===== src/rtl/vga_sync_gen_if.sv =====
// vga_sync_gen_if: pixel-clock input and timing outputs of the VGA sync generator
//   pixel_clk    divided pixel clock, sampled as data by the generator
//   hsync/vsync  registered sync outputs
//   video_on     visible-area flag for the renderer
//   pixel_x/y    current counter position
//   frame_start  one-clk pulse on entering (0,0)
//   master: drives pixel_clk and observes timing; slave: the generator itself
interface vga_sync_gen_if #(
    parameter int CW = 10
);
    logic          pixel_clk;
    logic          hsync;
    logic          vsync;
    logic          video_on;
    logic [CW-1:0] pixel_x;
    logic [CW-1:0] pixel_y;
    logic          frame_start;

    modport master (
        output pixel_clk,
        input  hsync, vsync, video_on, pixel_x, pixel_y, frame_start
    );

    modport slave (
        input  pixel_clk,
        output hsync, vsync, video_on, pixel_x, pixel_y, frame_start
    );
endinterface


===== src/rtl/vga_sync_gen.sv =====
// vga_sync_gen: VGA horizontal/vertical timing generator in the clk domain
//   clk  system clock
//   rst  synchronous reset, active-low
//   vga  slave side of vga_sync_gen_if (pixel_clk in; hsync, vsync, video_on,
//        pixel_x, pixel_y, frame_start out)
module vga_sync_gen #(
    parameter int H_VISIBLE = 640,
    parameter int H_FP      = 16,
    parameter int H_SYNC    = 96,
    parameter int H_BP      = 48,
    parameter int V_VISIBLE = 480,
    parameter int V_FP      = 10,
    parameter int V_SYNC    = 2,
    parameter int V_BP      = 33,
    parameter bit SYNC_POL  = 1'b0,
    parameter int CW        = 10
) (
    input logic         clk,
    input logic         rst,
    vga_sync_gen_if.slave vga
);
    localparam int H_TOTAL = H_VISIBLE + H_FP + H_SYNC + H_BP;
    localparam int V_TOTAL = V_VISIBLE + V_FP + V_SYNC + V_BP;
    localparam logic [CW-1:0] H_LAST = CW'(H_TOTAL - 1);
    localparam logic [CW-1:0] V_LAST = CW'(V_TOTAL - 1);
    localparam logic [CW-1:0] H_VIS  = CW'(H_VISIBLE);
    localparam logic [CW-1:0] V_VIS  = CW'(V_VISIBLE);
    localparam logic [CW-1:0] H_SS   = CW'(H_VISIBLE + H_FP);
    localparam logic [CW-1:0] H_SE   = CW'(H_VISIBLE + H_FP + H_SYNC - 1);
    localparam logic [CW-1:0] V_SS   = CW'(V_VISIBLE + V_FP);
    localparam logic [CW-1:0] V_SE   = CW'(V_VISIBLE + V_FP + V_SYNC - 1);

    logic          pclk_q;
    logic          tick_q;
    logic [CW-1:0] x, y, nx, ny;
    logic          hs_n, vs_n, von_n;
    logic          hsync_q, vsync_q, von_q, fs_q;

    // Outputs are decoded from the next position so that every registered
    // output refers to the same (x,y) as the counters after the update.
    always_comb begin
        nx    = (x == H_LAST) ? '0 : x + 1'b1;
        ny    = (x != H_LAST) ? y : (y == V_LAST) ? '0 : y + 1'b1;
        hs_n  = (nx >= H_SS && nx <= H_SE) ? SYNC_POL : ~SYNC_POL;
        vs_n  = (ny >= V_SS && ny <= V_SE) ? SYNC_POL : ~SYNC_POL;
        von_n = (nx < H_VIS) && (ny < V_VIS);
    end

    // The rising edge of pixel_clk is captured into tick_q on one clk edge
    // and the counters/outputs move on the following edge.
    always_ff @(posedge clk) begin
        if (!rst) begin
            pclk_q      <= 1'b0;
            tick_q      <= 1'b0;
            x           <= H_LAST;
            y           <= V_LAST;
            hsync_q     <= ~SYNC_POL;
            vsync_q     <= ~SYNC_POL;
            von_q       <= 1'b0;
            fs_q        <= 1'b0;
        end else begin
            pclk_q      <= vga.pixel_clk;
            tick_q      <= vga.pixel_clk & ~pclk_q;
            fs_q        <= tick_q && (nx == '0) && (ny == '0);
            if (tick_q) begin
                x       <= nx;
                y       <= ny;
                hsync_q <= hs_n;
                vsync_q <= vs_n;
                von_q   <= von_n;
            end
        end
    end

    assign vga.pixel_x     = x;
    assign vga.pixel_y     = y;
    assign vga.hsync       = hsync_q;
    assign vga.vsync       = vsync_q;
    assign vga.video_on    = von_q;
    assign vga.frame_start = fs_q;
endmodule

===== src/flat_wrapper.sv =====
// flat-port wrapper written by rule: the top's interface ports become plain ports
module vga_sync_gen_flat 
#(
    parameter int H_VISIBLE = 640,
    parameter int H_FP      = 16,
    parameter int H_SYNC    = 96,
    parameter int H_BP      = 48,
    parameter int V_VISIBLE = 480,
    parameter int V_FP      = 10,
    parameter int V_SYNC    = 2,
    parameter int V_BP      = 33,
    parameter bit SYNC_POL  = 1'b0,
    parameter int CW        = 10
)
  (clk, rst, vga_pixel_clk, vga_hsync, vga_vsync, vga_video_on, vga_pixel_x, vga_pixel_y, vga_frame_start);
  vga_sync_gen_if #(.CW(CW)) vga_i ();
  input logic clk;
  input logic rst;
  input wire logic [$bits(vga_i.pixel_clk)-1:0] vga_pixel_clk;
  output wire logic [$bits(vga_i.hsync)-1:0] vga_hsync;
  output wire logic [$bits(vga_i.vsync)-1:0] vga_vsync;
  output wire logic [$bits(vga_i.video_on)-1:0] vga_video_on;
  output wire logic [$bits(vga_i.pixel_x)-1:0] vga_pixel_x;
  output wire logic [$bits(vga_i.pixel_y)-1:0] vga_pixel_y;
  output wire logic [$bits(vga_i.frame_start)-1:0] vga_frame_start;
  assign vga_i.pixel_clk = vga_pixel_clk;
  assign vga_hsync = vga_i.hsync;
  assign vga_vsync = vga_i.vsync;
  assign vga_video_on = vga_i.video_on;
  assign vga_pixel_x = vga_i.pixel_x;
  assign vga_pixel_y = vga_i.pixel_y;
  assign vga_frame_start = vga_i.frame_start;
  vga_sync_gen #(.H_VISIBLE(H_VISIBLE), .H_FP(H_FP), .H_SYNC(H_SYNC), .H_BP(H_BP), .V_VISIBLE(V_VISIBLE), .V_FP(V_FP), .V_SYNC(V_SYNC), .V_BP(V_BP), .SYNC_POL(SYNC_POL), .CW(CW)) u_core (.clk(clk), .rst(rst), .vga(vga_i));
endmodule

===== config.mk =====
export PLATFORM = sky130hd
export DESIGN_NAME = vga_sync_gen_flat
export DESIGN_NICKNAME = d
export VERILOG_FILES = /design/src/rtl/vga_sync_gen_if.sv /design/src/rtl/vga_sync_gen.sv /design/src/flat_wrapper.sv
export SDC_FILE = /design/constraint.sdc
export NUM_CORES = 1
export LEC_CHECK = 0
export CAP_MARGIN = 20
export CORE_MARGIN = 1.5
export CORE_UTILIZATION = 35
export CTS_CLUSTER_DIAMETER = 80
export DETAILED_ROUTE_END_ITERATION = 8
export GPL_TIMING_DRIVEN = 1
export SLEW_MARGIN = 0
export SYNTH_ARGS = -nofsm -noshare
export SYNTH_HDL_FRONTEND = slang
export SYNTH_SLANG_ARGS = --single-unit

===== constraint.sdc =====
create_clock -name clk -period 4.1 [get_ports clk]
set_clock_uncertainty 0.05 [all_clocks]
set_input_delay 0.41 -clock clk [delete_from_list [all_inputs] [get_ports clk]]
set_output_delay 0.41 -clock clk [all_outputs]
set_load 0.005 [all_outputs]

==> metrics.md <==
| Metric | Value |
|---|---|
| Clock-pin transition on the worst setup and hold timing paths | `0.11 ns` |
| Buffer levels on the longest clock path | `2` |
| Leakage power figure | `0.737 nW` |
| Clock sink count | `26` |
| CTS tree | `done` |
| Antenna Diode Count | `0` |
| Drt first-iter violations | `139` |
| Endpoint kind of the worst setup timing path | `flip-flop` |
| Commonest cells after routing, fill and taps aside | `clkdlybuf4s50_1, dfxtp_1, nand2_1` |
| Number of global-route vias before repair | `1578` |
| Relative max-transition margin | `0.477` |
| Power per unit of standard cell area | `335 nW/um^2` |
| DRC Markers | `0` |
| Final cycle utilization of the critical path | `0.720` |
| Number of nets still failing antenna checks after routing | `0` |
| Port Buffer Count | `26` |
| Initial antenna violation count | `0` |
| Via Count | `1757` |
| Startpoint of the most critical register-to-register path | `u_core.vga.pixel_x[1]` |
| Detailed placer's ending HPWL | `3.18 mm` |
| Post-route core utilization | `0.434` |
| Skew-Pair Late Insertion Delay | `0.29 ns` |
| Critical Path, Cell by Cell | `ha_1 -> nand4_1 -> nor3_2 -> a31oi_1 -> o22a_1 -> or4b_1 -> o32a_1` |
| Clock buffers created by TritonCTS | `3` |
| Min-delay worst type | `reg2reg` |
| Final-report max-slew violation count | `0` |
| Worst Reg-to-Reg Cells | `7` |
| Standard cell with the maximum stage delay on the critical path | `nor3_2` |
| Proportion of synthesized chip area in sequential cells | `0.296` |
| Crit Path Class | `reg2reg` |
| Time the worst path needs with I/O delays and setup | `2.95 ns` |
| Share of synthesized registers carrying an async set or reset | `0` |
| Pwr Total | `0.695 mW` |
| Register share of total power | `0.413` |
| Number of cell rows | `25` |
| Placeable core region | `4790 sq um` |
| Count of placed standard cells in the final layout, fillers left out | `306` |
| Vertical die dimension | `73.9 um` |
| Setup tns final | `0 ns` |
| Number of buffer and inverter instances along the worst setup path | `0` |
| Number of detailed-routing iterations run before antenna repair | `5` |
| Number of cells on the critical path | `7` |
| Post-synth top flop | `dfxtp_1` |
| DR vias/cell | `5.74` |
| Worst reg2reg setup slack | `1.15 ns` |
| Area added between synthesis and finish | `18.1%` |
| Post-route cell area | `2080 sq um` |
| Endpoints failing setup | `0` |
| Global-route wire length before repair | `7.76 mm` |
| Seq cells post-synth | `26` |
| Yosys synthesis warning count | `0` |
| Worst Path Arrival | `3.09 ns` |
| Net count of the mapped netlist | `236` |
| Max-cap violation count | `0` |
| Switching power share of the total | `0.318` |
| Hold Vio Cnt, Final | `0` |
| CTS HTree Levels | `1` |
| Buffers inserted during post-CTS setup optimization | `0` |
| Die Outline Area | `5460 sq um` |
| Setup repair after global routing missed its margin | `false` |
| Portion of total power attributed to the clock network | `0.323` |
| Net count of the finished layout | `248` |
| Gpl congestion | `0.845` |
| Source of the critical timing path | `u_core.vga.pixel_x[1]` |
| Aggregate global routing overflow | `0` |
| Highest ir drop seen on vdd | `152 uV` |
| Average wire length per cell after detail routing | `15.1 um` |
| Crit path max fanout | `13` |
| Slowest stage delay, CP | `0.66 ns` |
| Achievable Freq | `339 MHz` |
| Total Wirelength | `4.64 mm` |
| Netlist Area Pre-Place | `1760 sq um` |
| Worst setup path endpoint | `u_core.vga.vsync` |
| Gate count after technology mapping | `228` |
| Die Width | `73.9 um` |
| Cell at the root of the clock tree | `clkbuf_8` |
| Status | `complete, no violations` |
| Maximum number of pins on one net before global-route repair | `25` |
| Switching pwr | `0.221 mW` |
| Internal Dissipation | `0.474 mW` |
| Worst setup SP type | `flip-flop` |
| Slew at the pin closest to its max-slew limit | `0.783 ns` |
| Portion of total power attributed to combinational logic | `0.264` |
| Total cell area at the placement stage | `2000 sq um` |
| Fillers | `494` |
| Average footprint of a synthesized cell | `7.71 sq um` |
| Critical path data required time | `4.24 ns` |
| Critical R2R Capture | `u_core.vga.vsync` |
| Top delay family on crit path | `simple AND/OR/NAND/NOR gates` |
| Combined global-route utilization of all metal layers | `0.181` |
| Netlist cell types | `53` |
| Post_cts resized | `0` |
| Number of synthesized flops with an enable pin | `0` |
| Starting Density | `0.367` |
| Dpl cells | `302` |
| I/O pin total | `27` |
| Hold buffers post-CTS | `0` |
| Share of final-layout standard cells stronger than drive strength 1 | `0.0418` |
## stage by stage
step / hold slack, ns / setup slack, ns
after floorplan: 0.317 / 1.85
after global placement: 0.321 / 1.24
after detailed placement: 0.328 / 1.19
after CTS: 0.344 / 1.15
after global routing: 0.354 / 0.877
final: 0.340 / 1.15
## power by group through the flow
stage	registers, mW	logic (mW)	clock network (mW)
floorplan	0.279	0.149	0
global placement	0.293	0.181	0
detailed placement	0.293	0.180	0
CTS	0.287	0.181	0.230
global route	0.290	0.206	0.238
finish	0.287	0.183	0.224
## cells in the mapped netlist (all sizes together), types with 2 or more instances
| cell type | count | share of area |
|---|---|---|
| nor4 | 3 | 0.011 |
| buf | 9 | 0.034 |
| a41oi | 3 | 0.015 |
| and4bb | 2 | 0.014 |
| xor2 | 3 | 0.015 |
| and4 | 3 | 0.016 |
| o311ai | 4 | 0.020 |
| inv | 8 | 0.017 |
| o211ai | 2 | 0.0085 |
| nand3 | 17 | 0.048 |
| dfxtp | 26 | 0.30 |
| clkbuf | 10 | 0.021 |
| nand4 | 5 | 0.018 |
| and2 | 4 | 0.015 |
| ha | 5 | 0.036 |
| o22ai | 3 | 0.011 |
| or3 | 2 | 0.0071 |
| and3 | 9 | 0.033 |
| a21o | 2 | 0.0085 |
| o21ai | 18 | 0.051 |
| a21oi | 15 | 0.043 |
| nor3 | 8 | 0.026 |
| xnor2 | 9 | 0.045 |
| a31oi | 4 | 0.014 |
| a32o | 2 | 0.011 |
| nand2 | 20 | 0.043 |
| nor2 | 13 | 0.028 |
## routing by layer
metal	GRT usage	wire, um	vias up
met4	0.0741	93	0
met3	0.0219	358	7
met5	0	0	-
li1	-	-	869
met1	0.273	2270	802
met2	0.254	1920	79
## worst min path at each step
stage,slack (ns),startpoint,depth (start not counted),to
floorplan,0.32,u_core.pclk_q,1,u_core.tick_q
global placement,0.32,u_core.pclk_q,1,u_core.tick_q
detailed placement,0.33,u_core.pclk_q,1,u_core.tick_q
CTS,0.34,u_core.pclk_q,1,u_core.tick_q
global route,0.35,u_core.pclk_q,1,u_core.tick_q
finish,0.34,u_core.pclk_q,1,u_core.tick_q
## flip-flops by register name (all words and copies together), names as in the netlist
signal	flops
u_core.pclk_q	1
u_core.vga.vsync	1
u_core.vga.pixel_y	10
u_core.vga.frame_start	1
u_core.vga.hsync	1
u_core.tick_q	1
u_core.vga.video_on	1
u_core.vga.pixel_x	10
## cells by family after synthesis
| kind of cell | after synthesis | share of synthesized area |
|---|---|---|
| muxes | 1 | 0.00569 |
| AOI/OAI and AO/OA | 62 | 0.228 |
| buffers and inverters | 27 | 0.0726 |
| DFF | 26 | 0.296 |
| xor gates and xnor gates | 12 | 0.0598 |
| and+or+nand+nor | 95 | 0.303 |
| adders and majority gates | 5 | 0.0356 |
## final cells by class
cell class              instances  area, sq um  share of cell area
multi-input cells             175         1110               0.535
inverters                       8         30.0              0.0145
clock inverters                 1         30.0              0.0145
flip-flops and latches         26          520               0.251
clock buffers                   3         41.3              0.0199
repair buffers                 26          260               0.125
well taps                      67         83.8              0.0404
Note: power is estimated with default switching activity, not from simulation.
